### src/rtl/debug_dump_tx.sv
// debug_dump_tx: serialises PC, register file and data memory to the host as 8N1 UART bytes after a halt.
module debug_dump_tx #(
    parameter int NB_DATA      = 32,
    parameter int NB_REG       = 5,
    parameter int NB_ADDR      = 7,
    parameter int N_REGISTER   = 32,
    parameter int N_MEM_WORDS  = 32,
    parameter int CLKS_PER_BIT = 5208
) (
    input  logic               clock,
    input  logic               reset,
    input  logic               start_i,
    input  logic [NB_ADDR-1:0] pc_i,
    input  logic [NB_DATA-1:0] reg_data_i,
    input  logic [NB_DATA-1:0] mem_data_i,
    output logic               sel_reg_o,
    output logic [NB_REG-1:0]  addr_reg_o,
    output logic               sel_mem_o,
    output logic [NB_ADDR-1:0] addr_mem_o,
    output logic               busy_o,
    output logic               done_o,
    output logic               tx_o
);
    localparam int N_WORDS = 1 + N_REGISTER + N_MEM_WORDS;
    localparam int NB_W    = $clog2(N_WORDS);
    localparam int NB_BAUD = (CLKS_PER_BIT > 1) ? $clog2(CLKS_PER_BIT) : 1;
    localparam int NB_BYTE = $clog2(NB_DATA / 8);

    typedef enum logic [2:0] {IDLE, ADDR, CAPTURE, TX_START, TX_DATA, TX_STOP, DONE} state_t;

    state_t              state_q;
    logic [NB_W-1:0]     word_q;
    logic [NB_W-1:0]     word_d;
    logic [NB_W-1:0]     mem_idx;
    logic [NB_BAUD-1:0]  baud_q;
    logic [2:0]          bit_q;
    logic [NB_BYTE-1:0]  byte_q;
    logic [NB_DATA-1:0]  shift_q;
    logic [7:0]          cur_byte;
    logic                baud_end;
    logic                is_reg_d;
    logic                is_mem_d;
    logic [NB_REG-1:0]   addr_reg_d;
    logic [NB_ADDR-1:0]  addr_mem_d;

    // Word that the next ADDR state will present; IDLE always restarts from the PC word.
    assign word_d     = (state_q == IDLE) ? '0 : word_q + 1'b1;
    assign is_reg_d   = (word_d != '0) && (word_d <= NB_W'(N_REGISTER));
    assign is_mem_d   = word_d > NB_W'(N_REGISTER);
    assign mem_idx    = word_d - NB_W'(N_REGISTER + 1);
    assign addr_reg_d = is_reg_d ? NB_REG'(word_d - 1'b1) : '0;
    assign addr_mem_d = is_mem_d ? NB_ADDR'({mem_idx, 2'b00}) : '0;
    assign cur_byte   = shift_q[NB_DATA-1 -: 8];
    assign baud_end   = baud_q == NB_BAUD'(CLKS_PER_BIT - 1);

    always_ff @(posedge clock) begin
        if (reset) begin
            state_q    <= IDLE;
            word_q     <= '0;
            baud_q     <= '0;
            bit_q      <= '0;
            byte_q     <= '0;
            shift_q    <= '0;
            sel_reg_o  <= 1'b0;
            addr_reg_o <= '0;
            sel_mem_o  <= 1'b0;
            addr_mem_o <= '0;
            busy_o     <= 1'b0;
            done_o     <= 1'b0;
            tx_o       <= 1'b1;
        end else begin
            case (state_q)
                IDLE: if (start_i) begin
                    state_q    <= ADDR;
                    busy_o     <= 1'b1;
                    word_q     <= word_d;
                    sel_reg_o  <= is_reg_d;
                    addr_reg_o <= addr_reg_d;
                    sel_mem_o  <= is_mem_d;
                    addr_mem_o <= addr_mem_d;
                end
                ADDR: state_q <= CAPTURE;
                CAPTURE: begin
                    shift_q <= (word_q == '0) ? NB_DATA'(pc_i) : sel_reg_o ? reg_data_i : mem_data_i;
                    byte_q  <= '0;
                    baud_q  <= '0;
                    tx_o    <= 1'b0;
                    state_q <= TX_START;
                end
                TX_START: if (baud_end) begin
                    baud_q  <= '0;
                    bit_q   <= '0;
                    tx_o    <= cur_byte[0];
                    state_q <= TX_DATA;
                end else baud_q <= baud_q + 1'b1;
                TX_DATA: if (baud_end) begin
                    baud_q <= '0;
                    if (bit_q == 3'd7) begin
                        tx_o    <= 1'b1;
                        state_q <= TX_STOP;
                    end else begin
                        bit_q <= bit_q + 3'd1;
                        tx_o  <= cur_byte[bit_q + 3'd1];
                    end
                end else baud_q <= baud_q + 1'b1;
                TX_STOP: if (baud_end) begin
                    baud_q <= '0;
                    if (byte_q != NB_BYTE'(NB_DATA / 8 - 1)) begin
                        byte_q  <= byte_q + 1'b1;
                        shift_q <= shift_q << 8;
                        tx_o    <= 1'b0;
                        state_q <= TX_START;
                    end else if (word_q == NB_W'(N_WORDS - 1)) begin
                        state_q    <= DONE;
                        done_o     <= 1'b1;
                        busy_o     <= 1'b0;
                        sel_reg_o  <= 1'b0;
                        addr_reg_o <= '0;
                        sel_mem_o  <= 1'b0;
                        addr_mem_o <= '0;
                    end else begin
                        word_q     <= word_d;
                        sel_reg_o  <= is_reg_d;
                        addr_reg_o <= addr_reg_d;
                        sel_mem_o  <= is_mem_d;
                        addr_mem_o <= addr_mem_d;
                        state_q    <= ADDR;
                    end
                end else baud_q <= baud_q + 1'b1;
                DONE: begin
                    done_o  <= 1'b0;
                    state_q <= IDLE;
                end
                default: state_q <= IDLE;
            endcase
        end
    end
endmodule
### config.mk
export PLATFORM = sky130hd
export DESIGN_NAME = debug_dump_tx
export DESIGN_NICKNAME = d
export VERILOG_FILES = /design/src/rtl/debug_dump_tx.sv
export SDC_FILE = /design/constraint.sdc
export NUM_CORES = 1
export LEC_CHECK = 0
export ABC_AREA = 1
export BUFFER_PORTS_ARGS = -buffer_cell sky130_fd_sc_hd__buf_2
export CORE_ASPECT_RATIO = 2
export CORE_MARGIN = 1
export CORE_UTILIZATION = 40
export DETAILED_ROUTE_END_ITERATION = 7
export HOLD_SLACK_MARGIN = 0.15
export MAX_ROUTING_LAYER = met4
export SLEW_MARGIN = 20
export SYNTH_ARGS = -nofsm -noshare
export SYNTH_HDL_FRONTEND = slang
export SYNTH_SLANG_ARGS = --single-unit
### constraint.sdc
create_clock -name clock -period 2.1 [get_ports clock]
set_input_delay 0 -clock clock [delete_from_list [all_inputs] [get_ports clock]]
set_output_delay 0 -clock clock [all_outputs]
set_load 0.005 [all_outputs]
==> results by group <==
Floorplanning
  – Die height: between 100 and 150 um
  – Die X: 74.41 um
  – Io pins: 91
  – Die Area: 0.01092 mm^2
  – Core ar.: between 0.01 and 0.015 mm^2
  – Cell Rows: 52
  – Initial Util: 41.32%

Placement
  – DP HPWL: 8004 um
  – Port Buffer Count: 88
  – Placed cell count: roughly 780
  – Worst slack at placement: 108.5 ps
  – Dpl cell area: 0.004757 mm^2
  – Global placement routability congestion: 0.8643

Drt
  – Residual DRC: 0
  – DRT iter0 DRCs: 206
  – Via Count: around 4,300
  – Vias per std cell: 5.253
  – DR WL/cell: 13.45 um
  – Final WL: 10,890 um
  – First-pass DRT Iterations: 4
  – ANT nets after route: 0

Logic synthesis
  – Post-Syn Area: 0.004194 mm^2
  – Ys async rst share: 0%
  – Synthesis-stage register bit count: 75
  – Cells after synthesis: roughly 580
  – Post-synth top flop: dfxtp_1
  – Post-synth EDFFs: 0
  – Synth area leaders: dfxtp_1, a21oi_1, nand2_1
  – Synth unique cells: 38
  – Share of the synthesized area in the top cell type: roughly 36%
  – Synth Warn #: 0
  – Area leader, netlist: dfxtp_1
  – Average cell area after synthesis: 7.269 um^2
  – Post-synthesis sequential area ratio: 35.80%

Setup path
  – WP data arrival: 2240 ps
  – Worst R2R Start: state_q[0]
  – Worst r2r path cells: 10
  – Reg2Reg Setup Slack: 120 ps
  – Startpoint Class: flop
  – Critical Path End Type: flop
  – Crit path capture: addr_reg_o[2]
  – Crit Path Max Fanout: 7
  – Worst r2r dst: addr_reg_o[2]
  – Worst path required time: 2360 ps
  – Critical path type: flop to flop
  – Critical path launch point: state_q[0]

CTS
  – Root Buffer: clkbuf_16
  – CTS buffer count: 9
  – Latest clock arrival within the worst-skew pair: between 300 and 400 ps
  – Reg clk slew, reported paths: 60 ps
  – CTS tree: yes
  – Htree depth: 3
  – Clk sinks: 75
  – CTS Buffer Depth: 2

Layout
  – Final #Nets: 752
  – Fin area: 0.005270 mm^2
  – Synth-to-layout area growth: 25.66%
  – Final-layout fill cell count: 1,027
  – Antenna Cells: 0
  – Commonest non-fill, non-tap cell in the layout: a21oi_1
  – Final std cells w/o fill: 809
  – Layout cell share with drive strength beyond 1: about a quarter
  – Most frequent cells in the layout: a21oi_1, buf_2, nand2_1

Power
  – Pwr Density: around 1600 mW/mm^2
  – Leak Pwr: 2.178 nW
  – Max rail drop VDD: 698.2 uV

Timing
  – Fin Clk Skew: 9.170 ps
  – Worst slew margin: roughly 63%
  – Fin crit period: 1983 ps
  – Final hold violation count: 0
  – Worst hold slack: 153.8 ps
  – Fmax: 0.5044 GHz
  – Count of pins over their slew limit: 0
  – Setup ws final: ~120 ps
  – Least-Margin Pin Slew: 551.2 ps
  – Final worst path period share: 94.42%
  – Final setup fails: 0

Global route
  – Initial antenna violation count: 0
  – First-pass GRT wire length: 17,930 um
  – Tot GR Track Use: roughly 22%
  – Total gr overflow: 0
  – Largest net degree at the start of global routing: 57
  – Vias in the first global route: 4,125

Worst hold path
  – Worst Hold Class: primary input to flop

Status
  – Status: finished clean

Run
  – MaxCap Viol Count: 0
## where the power goes
group	internal [mW]	switching, mW	leakage, nW
registers	1.87	0.353	0.613
logic	1.62	2.72	1.41
clock network	1.07	0.582	0.157
## cells by family (layout without fill, tap and decap cells)
group	count (synthesis)	in the layout	synth area share, %
simple gates	200	200	22.26
compound gates	181	181	22.64
buf+inv	77	173	8.442
flops	75	75	35.80
mux	32	32	7.667
fa+ha+maj	9	9	2.685
xor+xnor	2	2	0.4177
other cells	1	2	0.08941
## cell usage after synthesis (4+ instances only)
| cell | n |
|---|---|
| nand2_1 | 86 |
| clkbuf_1 | 12 |
| a211oi_1 | 7 |
| a21oi_1 | 105 |
| buf_6 | 4 |
| nand3_1 | 33 |
| dfxtp_1 | 75 |
| nand4_1 | 5 |
| nor3_1 | 26 |
| buf_2 | 15 |
| inv_1 | 32 |
| o21ai_1 | 21 |
| buf_4 | 4 |
| o21ai_0 | 42 |
| nor2_1 | 31 |
| ha_1 | 9 |
| nand2_2 | 6 |
| mux2i_1 | 31 |
| inv_2 | 8 |
## timing repair
item / in CTS / in global routing
setup buffers: 0 / 2
resized for setup: 0 / 12
endpoints found under the setup margin: 0 / 13
hold buffers: 13 / 0
hold endpoints to repair: 7 / 0
## state kept, by name, summed over array words and instances (netlist names)
signal      flops
addr_mem_o      5
baud_q         13
done_o          1
shift_q        32
sel_reg_o       1
bit_q           3
sel_mem_o       1
state_q         3
tx_o            1
addr_reg_o      5
byte_q          2
word_q          7
busy_o          1
## through the flow
step                      setup TNS [ps]  power [mW]  utilization [%]
after CTS                              0       8.180            51.31
final                                  0       8.218            51.92
after global placement                 0       6.372            46.87
after global routing              -15.90       8.908            51.92
after detailed placement               0       6.457            46.87
after floorplan                        0       5.426                -
## worst max-delay path: stages, from the launching register on
cell     delay, ps
dfxtp_1        400
nor2_4         200
nand2_4        110
nand2_2        110
ha_2           190
inv_1           40
a21oi_2        160
nand3_2        160
a21oi_4        280
nand3_1        110
a21oi_1        150
## layout make-up
type / instances / area (um^2) / share of cell area, %
tap: 135 / 168.9 / 3.205
clock buffer: 12 / 246.5 / 4.677
timing repair buffer: 116 / 733.2 / 13.91
clock inverter: 4 / 73.82 / 1.401
sequential: 75 / 1508 / 28.61
inverter: 41 / 155.1 / 2.944
multi-input combinational: 426 / 2385 / 45.25
## worst min-delay path by stage
stage / depth (start not counted) / slack (ps) / startpoint / endpoint
after floorplan: 2 / 200 / pc_i[0] / shift_q[0]
after global placement: 3 / 310 / pc_i[5] / shift_q[5]
after detailed placement: 3 / 330 / pc_i[6] / shift_q[6]
after CTS: 5 / 150 / mem_data_i[0] / shift_q[0]
after global routing: 4 / 190 / mem_data_i[7] / shift_q[7]
final: 5 / 150 / mem_data_i[0] / shift_q[0]
## metal layers
layer | global-route usage, % | wire length, um
met1 | 21.09 | 4175
met3 | 3.567 | 368
met5 | - | 0
met2 | 39.05 | 5947
met4 | 11.04 | 393
(Power assumes the default switching activity.)
